--- src/rtl/rams_sp_arb_pkg.sv ---
// Shared constants and types for the single-port RAM arbiter.
// Owner ids, default widths and the registered owner record.
package rams_sp_arb_pkg;
  localparam int AW    = 32;
  localparam int DW    = 32;
  localparam int CNT_W = 16;

  localparam logic OWN_INSTR = 1'b0;
  localparam logic OWN_DATA  = 1'b1;

  typedef struct packed {
    logic vld;
    logic id;
  } owner_t;
endpackage

--- src/rtl/rams_sp_arb_sel.sv ---
// Combinational grant selector; round-robin under RAMS_SP_ARB_RR_EN, else data-over-instr.
// Zero latency; a solo request is always granted, never grants without a request.
module rams_sp_arb_sel
  import rams_sp_arb_pkg::*;
(
  input  logic i_req,
  input  logic d_req,
  input  logic last_gnt,
  output logic i_gnt,
  output logic d_gnt
);

`ifndef RAMS_SP_ARB_RR_EN
  logic unused_last_gnt;
  assign unused_last_gnt = last_gnt;
`endif

  always_comb begin
    i_gnt = 1'b0;
    d_gnt = 1'b0;
    if (i_req && d_req) begin
`ifdef RAMS_SP_ARB_RR_EN
      // Favour whichever port did not win most recently.
      if (last_gnt == OWN_DATA) i_gnt = 1'b1;
      else                      d_gnt = 1'b1;
`else
      d_gnt = 1'b1;
`endif
    end else begin
      i_gnt = i_req;
      d_gnt = d_req;
    end
  end

endmodule

--- src/rtl/rams_sp_arb.sv ---
// Arbitrates instr/data ports onto one single-port RAM, returning data one cycle later.
// Round-robin priority when RAMS_SP_ARB_RR_EN is defined, fixed data priority otherwise.
module rams_sp_arb
  import rams_sp_arb_pkg::*;
#(
  parameter int AW    = rams_sp_arb_pkg::AW,
  parameter int DW    = rams_sp_arb_pkg::DW,
  parameter int CNT_W = rams_sp_arb_pkg::CNT_W
) (
  input  logic             clk,
  input  logic             rstn,
  input  logic             i_req,
  input  logic [AW-1:0]    i_addr,
  output logic             i_gnt,
  output logic             i_rvalid,
  output logic [DW-1:0]    i_rdata,
  input  logic             d_req,
  input  logic             d_we,
  input  logic [AW-1:0]    d_addr,
  input  logic [DW-1:0]    d_wdata,
  output logic             d_gnt,
  output logic             d_rvalid,
  output logic [DW-1:0]    d_rdata,
  output logic             ram_we,
  output logic [AW-1:0]    ram_addr,
  output logic [DW-1:0]    ram_di,
  input  logic [DW-1:0]    ram_dout,
  output logic [CNT_W-1:0] contention_cnt
);

  logic             sel_i_gnt, sel_d_gnt;
  logic             last_gnt;
  owner_t           owner_q, owner_d;
  logic [CNT_W-1:0] cnt_q, cnt_d;

  rams_sp_arb_sel u_sel (
    .i_req    (i_req),
    .d_req    (d_req),
    .last_gnt (last_gnt),
    .i_gnt    (sel_i_gnt),
    .d_gnt    (sel_d_gnt)
  );

  // No grants (and so no RAM writes) while reset is held.
  assign i_gnt = sel_i_gnt & rstn;
  assign d_gnt = sel_d_gnt & rstn;

`ifdef RAMS_SP_ARB_RR_EN
  logic last_gnt_q, last_gnt_d;

  always_comb begin
    last_gnt_d = last_gnt_q;
    if (d_gnt)      last_gnt_d = OWN_DATA;
    else if (i_gnt) last_gnt_d = OWN_INSTR;
  end

  always_ff @(posedge clk or negedge rstn) begin
    if (!rstn) last_gnt_q <= OWN_DATA;
    else       last_gnt_q <= last_gnt_d;
  end

  assign last_gnt = last_gnt_q;
`else
  assign last_gnt = OWN_DATA;
`endif

  always_comb begin
    ram_we   = 1'b0;
    ram_addr = '0;
    ram_di   = '0;
    if (d_gnt) begin
      ram_we   = d_we;
      ram_addr = d_addr;
      ram_di   = d_wdata;
    end else if (i_gnt) begin
      ram_addr = i_addr;
    end
  end

  always_comb begin
    owner_d.vld = i_gnt | d_gnt;
    owner_d.id  = d_gnt ? OWN_DATA : OWN_INSTR;
    cnt_d       = cnt_q;
    if (i_req && d_req && (cnt_q != '1)) cnt_d = cnt_q + 1'b1;
  end

  always_ff @(posedge clk or negedge rstn) begin
    if (!rstn) begin
      owner_q <= '0;
      cnt_q   <= '0;
    end else begin
      owner_q <= owner_d;
      cnt_q   <= cnt_d;
    end
  end

  assign i_rvalid       = owner_q.vld && (owner_q.id == OWN_INSTR);
  assign d_rvalid       = owner_q.vld && (owner_q.id == OWN_DATA);
  assign i_rdata        = ram_dout;
  assign d_rdata        = ram_dout;
  assign contention_cnt = cnt_q;

endmodule

--- config.mk ---
export PLATFORM = sky130hd
export DESIGN_NAME = rams_sp_arb
export DESIGN_NICKNAME = d
export VERILOG_FILES = /design/src/rtl/rams_sp_arb_pkg.sv /design/src/rtl/rams_sp_arb_sel.sv /design/src/rtl/rams_sp_arb.sv
export SDC_FILE = /design/constraint.sdc
export NUM_CORES = 1
export LEC_CHECK = 0
export CAP_MARGIN = 20
export CORE_AREA = 2 2 111 113
export CTS_BUF_LIST = sky130_fd_sc_hd__clkbuf_4 sky130_fd_sc_hd__clkbuf_8 sky130_fd_sc_hd__clkbuf_16
export DETAILED_ROUTE_END_ITERATION = 8
export DIE_AREA = 0 0 113 115
export SETUP_SLACK_MARGIN = 0.02
export SYNTH_ARGS = -nofsm -noshare
export SYNTH_HDL_FRONTEND = slang
export SYNTH_HIERARCHICAL = 1
export SYNTH_SLANG_ARGS = --single-unit
--- constraint.sdc ---
create_clock -name clk -period 2.03 [get_ports clk]
set_input_delay 0.406 -clock clk [delete_from_list [all_inputs] [get_ports clk]]
set_output_delay 0.406 -clock clk [all_outputs]
set_load 0.05 [all_outputs]
; ---- After elaboration in Yosys (flattened, before gate mapping)
; Index checks and enable logic that the tools add are counted.
[classes]
n_addsub = 1
mul = 0
n_div = 0
n_lt_le_gt_ge = 0
n_eq_ne = 1
shift = 0
muxes = 7
bitwise_logic = 4
reduce_logical = 4
[op_table]
columns = cell, n
row1 = $mux 32, 3
row2 = $add 16x1->16 const B, 1
row3 = $ne 16x16->1 const B, 1
row4 = $logic_and 1x1->1, 4
row5 = $mux 1, 4
row6 = $and 1x1->1, 2
row7 = $not 1->1, 1
row8 = $or 1x1->1, 1
[word_totals]
register_bits = 18
latchBits = 0
mem_bits_rw = 0
mem_bits_ro = 0
inputBits = 133
elab_cells = 20
mem_count = 0

; ---- Longest topological paths before layout
; Gate-level depths: netlist of run 1.
[depth]
depth_word = 5
mapped_depth = 5
mapped_depth_nobuf = 5

; ---- Cells and area by module
; Netlist of run 1, hierarchy kept.
[modules_own_cells]
columns = mod, n_inst, cells_each, area_per_inst_um2, seq_area_each_um2
row1 = rams_sp_arb, 1, 224, 1924.3, 450.4
row2 = rams_sp_arb_sel, 1, 2, 10.0, 0.0

; ---- Worst setup path after synthesis of run 1
; No wires, ideal clock.
[synth_timing]
path_kind = input port to output port
startpoint = input d_req
endpoint = output ram_addr[23]
arrival_ns = 2.149
required_time_ns = 1.624
path_slack_ns = -0.525
path_stages = 5
path_buffers = 3
cell_sequence = clkbuf_1 -> and2_1 -> clkbuf_1 -> clkbuf_1 -> a22o_1
[synth_between]
elab_cells_between_ends = 7
cone_classes = 4 x mux / 2 x bitwise / 1 x reduce/logical
[synth_rtl]
columns = item, line_no
row1 = start: declaration, rams_sp_arb.sv:17  ; input logic d_req,
row2 = $logic_and 1x1->1, rams_sp_arb_sel.sv:21  ; if (i_req && d_req) begin
row3 = $mux 1 (*), rams_sp_arb_sel.sv:21
row4 = $and 1x1->1 (*), rams_sp_arb.sv:46  ; assign d_gnt = sel_d_gnt & rstn;
row5 = named net d_gnt, rams_sp_arb.sv:21  ; output logic d_gnt,
row6 = $mux 32 (*), rams_sp_arb.sv:71  ; if (d_gnt) begin
row7 = end: declaration, rams_sp_arb.sv:25  ; output logic [AW-1:0] ram_addr,
; Mark *: on every way through the listed nets, which the timed path passes. The rest lies on a longest branch.

; ---- Final worst setup path of run 1
[layout_timing]
startpoint = input i_req
endpoint = output ram_addr[7]
[layout_between]
elab_chain_cells = 5
elab_cells_between_ends = 7
cone_classes = 4 x mux / 2 x bitwise / 1 x reduce/logical
[layout_rtl]
columns = item, line_no
row1 = start: declaration, rams_sp_arb.sv:12  ; input logic i_req,
row2 = $logic_and 1x1->1, rams_sp_arb_sel.sv:21
row3 = $mux 1 (*), rams_sp_arb_sel.sv:21
row4 = named net sel_i_gnt, rams_sp_arb.sv:31  ; logic sel_i_gnt, sel_d_gnt;
row5 = $and 1x1->1 (*), rams_sp_arb.sv:45  ; assign i_gnt = sel_i_gnt & rstn;
row6 = $mux 32 (*), rams_sp_arb.sv:75  ; end else if (i_gnt) begin
row7 = $mux 32 (*), rams_sp_arb.sv:71
; Marks and branches as above.

==> results of run 1 <==
[critical path, stage by stage]
cell and delay [ns]:
clkdlybuf4s15_1 0.18, nor2b_2 0.16, nand2_2 0.09, nor2_4 0.04, buf_6 0.13, buf_16 0.14, a22o_4 0.24, buf_12 0.15
[sequential cells by signal (all words and copies together), names as in the netlist]
name / cells
owner_q: 2
contention_cnt: 16
[repair_timing]
| item | in CTS | in global routing |
|---|---|---|
| buffers inserted | 3 | 0 |
| pin swaps | 4 | 2 |
| hold buffers | 1 | 0 |
| endpoints found under the hold margin | 2 | 0 |
| gates cloned | 3 | 0 |
| endpoints found under the setup margin | 66 | 32 |
| resized for setup | 35 | 4 |
[layout make-up]
class	count	area share, %
Inverter	3	0.243
Timing Repair Buffer	203	59.0
Sequential cell	18	9.75
Multi-Input combinational cell	125	25.2
Clock buffer	4	1.78
Tap cell	147	3.97
[path summary, 6_finish.rpt]
kind                       cells past startpoint                 end          startpoint  slack [ns]
setup / recovery                               8         ram_addr[7]               i_req        0.09
hold / removal                                 2   contention_cnt[6]                rstn        0.18
setup reg to reg                               5  contention_cnt[10]   contention_cnt[0]        0.23
hold reg to reg                                1  contention_cnt[15]  contention_cnt[15]        0.49
max in group asynchronous                      2   contention_cnt[4]                rstn        1.33
min in group clk                               1  contention_cnt[15]  contention_cnt[15]        0.49
[power groups by stage]
stage | Sequential, mW | Combinational, mW | Clock (mW)
after global routing | 0.593 | 1.54 | 0.432
after detailed placement | 0.577 | 1.42 | 0
after floorplan | 0.833 | 0.773 | 0
final | 0.575 | 1.47 | 0.406
after CTS | 0.572 | 1.48 | 0.411
after global placement | 0.573 | 1.41 | 0
[metal layers]
metal / up-vias / global-route usage, % / share of wire, %
met5: - / 0 / 0
met4: 0 / 1.95 / 0.70
met3: 7 / 2.90 / 7.3
met2: 133 / 24.0 / 56
met1: 959 / 14.5 / 36
li1: 997 / - / -
==> run summary, run 1 <==
HP Class = input pin to async pin
Drc violations = 8
Synth Instances = 225
Worst VDD drop = 0.297 mV
FMAX = 0.515 GHz
Final Hold Vio Count = 0
Placed instance area = 4240 sq um
Leak Pwr = 2.04 nW
Max-Cap Viols = 0
Period utilization = 95.7%
FF+latch area = 452 sq um
Total Wirelength = 8.46 mm
Failing checks = design-rule violations
Post-Syn Area per Cell = 8.58 sq um
Status = finished with violations
H-tree Lvls = 1
Placeable Area = 11,800 sq um
Syn nets = 359
Internal Power = 1.41 mW
Initial DRC count = 79
Power per standard cell area = 529 nW/um^2
Initial core utilization = 16.3%
Initial antenna violation count = 0
Design Power = 2.45 mW
Sw Ratio = 42.7%
Root Buffer Master = clkbuf_16
Commonest non-fill, non-tap cell in the layout = clkdlybuf4s50_1
Clk pwr share = 16.6%
Post-Route Utilization = 39.2%
Layout Nets = 488
Drt pass-1 iters = 8
Routed Antenna Nets = 0
Flop pwr share = 23.5%
Die height = 115 um
Slew HR = 66.2%
Skew-Pair Late Insertion Delay = 0.25 ns
Largest net degree at the start of global routing = 34
GR Overflow Total = 0
Post-DP HPWL = 6.60 mm
Die area = 13,000 sq um
Slew at the pin with the worst max-slew slack = 0.505 ns
NetSw = 1.05 mW
CTS Buf Count = 3
Worst hold slack = 0.184 ns
Layout cell share with drive strength beyond 1 = 38.8%
Most frequent cells in the layout = clkdlybuf4s50_1 (112), buf_12 (69), and3_1 (33), a22o_4 (25), dfrtp_1 (17)
Setup WS pre-CTS = -0.202 ns
Crit. End Element = primary output
Period minus WS final = 1.94 ns
Worst Path Max Fanout = 8
Comb pwr share = 60.0%
First-pass GRT wire length = 13.0 mm
CTS Sinks = 18
Synthesized area = 1930 sq um
IO Port Bufs = 185
Skew final = 0.00291 ns
# setup viols final = 0
Fillers = 1,117
I/O pin cnt = 282
Slew Viols, Final = 0
Total negative slack = 0 ns
Average routed wire per standard cell = 16.9 um
Vias = 2,096
Number of global-route vias before repair = 2,335
Design area = 4630 sq um
Synth warn = 6
Setup CP Type = input pin to primary output
Critical Path AT = 1.54 ns
CP Data Required Time = 1.62 ns
Synthesis-to-finish area growth = 140%
Diodes inserted = 0
GP Congestion = 0.766
CTS tree = done
Via density = 4.19
Clock Tree Buf Depth = 2
RSZ-0062 raised after global routing = yes
Multi-input logic area = 1170 sq um
CTS clk-pin slew, worst paths = 0.05 ns
Startpoint types = input pin
Final WS setup = 0.0881 ns
Placed insts = 490
Chip width = 113 um
GR Util All Layers = 12.6%
Post-route insts no fill = 500
Num rows = 40
Power figures use the tool's default switching activity.
==> run 2: changes to the inputs <==
SKIP_LAST_GASP = 1   (was unset)
==> results of run 2 <==
Final layout, timing and power as in run 1 (identical DEF).
==> run 3: changes to the inputs <==
MAX_ROUTING_LAYER = met4   (was unset)
SLEW_MARGIN = 20   (was unset)
==> run summary, run 3 (same netlist as run 1, synthesis figures left out) <==
HP Class = input pin to async pin
Average routed wire per standard cell = 16.9 um
Critical path's largest stage delay = 0.24 ns
Failing checks = design-rule violations
Num rows = 40
CTS Sinks = 18
Worst hold slack = 0.188 ns
First-pass GRT wire length = 13.0 mm
Layout cell share with drive strength beyond 1 = 38.8%
Via density = 4.19
RSZ-0062 raised after global routing = yes
Final Hold Vio Count = 0
Initial core utilization = 16.3%
GR Overflow Total = 0
Period utilization = 95.8%
Diodes inserted = 0
Slew HR = 66.2%
H-tree Lvls = 1
Placeable Area = 11,800 sq um
Clock Tree Buf Depth = 2
CTS Buf Count = 3
Power per standard cell area = 529 nW/um^2
Critical Path AT = 1.54 ns
Root Buffer Master = clkbuf_16
Initial DRC count = 85
Slew at the pin with the worst max-slew slack = 0.505 ns
Vias = 2,094
Slew Viols, Final = 0
FMAX = 0.514 GHz
Most frequent cells in the layout = clkdlybuf4s50_1 (112), buf_12 (69), and3_1 (33), a22o_4 (25), dfrtp_1 (17)
Startpoint types = input pin
Total Wirelength = 8.46 mm
CP Cell Sequence = clkdlybuf4s15_1, nor2b_2, nand2_2, nor2_4, buf_6, buf_16, a22o_4, buf_12
Skew final = 0.00290 ns
GR Util All Layers = 13.0%
Commonest non-fill, non-tap cell in the layout = clkdlybuf4s50_1
Design Power = 2.45 mW
GP Congestion = 0.776
Post-route insts no fill = 500
Status = finished with violations
Worst Path Max Fanout = 8
# setup viols final = 0
Number of global-route vias before repair = 2,330
Max FFs per register = 16
Leak Pwr = 2.04 nW
Routed Antenna Nets = 0
Post-Route Utilization = 39.2%
IO Port Bufs = 185
Max-Cap Viols = 0
Period minus WS final = 1.94 ns
Layout Nets = 488
Chip width = 113 um
CTS clk-pin slew, worst paths = 0.05 ns
CTS tree = done
Synthesis-to-finish area growth = 140%
Skew-Pair Late Insertion Delay = 0.25 ns
Largest net degree at the start of global routing = 34
Slowest-stage cell, CP = a22o_4
Post-DP HPWL = 6.60 mm
Worst VDD drop = 0.297 mV
Drt pass-1 iters = 8
Die area = 13,000 sq um
Crit. End Element = primary output
CP Data Required Time = 1.62 ns
Setup CP Type = input pin to primary output
Fillers = 1,117
I/O pin cnt = 282
Drc violations = 8
Die height = 115 um
Placed insts = 490
Initial antenna violation count = 0
==> run 3: through the flow <==
stage	area, sq um	worst slack (ns)	setup TNS [ns]
2_1_floorplan	1970	0.0233	0
3_3_place_gp	4240	-0.238	-6.36
3_5_place_dp	4240	-0.202	-5.39
4_1_cts	4630	0.0266	0
5_1_grt	4630	0.0291	0
6_report	4630	0.0862	0
==> run 3: cell type report <==
| class | instances | area, sq um | area share, % |
|---|---|---|---|
| Timing Repair Buffer | 203 | 2740 | 59.0 |
| Sequential cell | 18 | 452 | 9.75 |
| Inverter | 3 | 11.3 | 0.243 |
| Multi-Input combinational cell | 125 | 1170 | 25.2 |
| Tap cell | 147 | 184 | 3.97 |
| Clock buffer | 4 | 82.6 | 1.78 |
==> run 3: report_power, final <==
group | switching (mW) | internal [mW]
Combinational | 0.787 | 0.683
Sequential | 0.133 | 0.442
Clock | 0.126 | 0.280
Total | 1.05 | 1.41
==> run 3: metal layers <==
metal	global-route usage [%]	up-vias	share of wire, %
met2	24.1	133	56
met3	2.48	7	6.8
li1	-	997	-
met4	1.95	0	0.70
met5	-	-	0
met1	14.8	957	36
==> run 3: worst max-delay path, delay by kind of cell <==
family	cells	cell delay (ns)
compound gates	1	0.24
buf+inv	4	0.60
simple gates	3	0.29
==> run 3: worst paths after layout <==
path	startpoint	endpoint	slack (ns)	cells after the start
max in group asynchronous	rstn	contention_cnt[4]	1.33	2
setup reg to reg	contention_cnt[0]	contention_cnt[10]	0.23	5
hold reg to reg	contention_cnt[15]	contention_cnt[15]	0.49	1
setup / recovery	i_req	ram_addr[7]	0.09	8
hold / removal	rstn	contention_cnt[6]	0.19	2
min in group clk	contention_cnt[15]	contention_cnt[15]	0.49	1
==> run 3: repair_timing <==
action / CTS / global route
setup buffers: 3 / 0
gates resized for setup: 35 / 4
endpoints found under the hold margin: 2 / 0
setup endpoints to repair: 66 / 32
pin swaps: 4 / 2
gates cloned: 3 / 0
hold buffers: 1 / 0
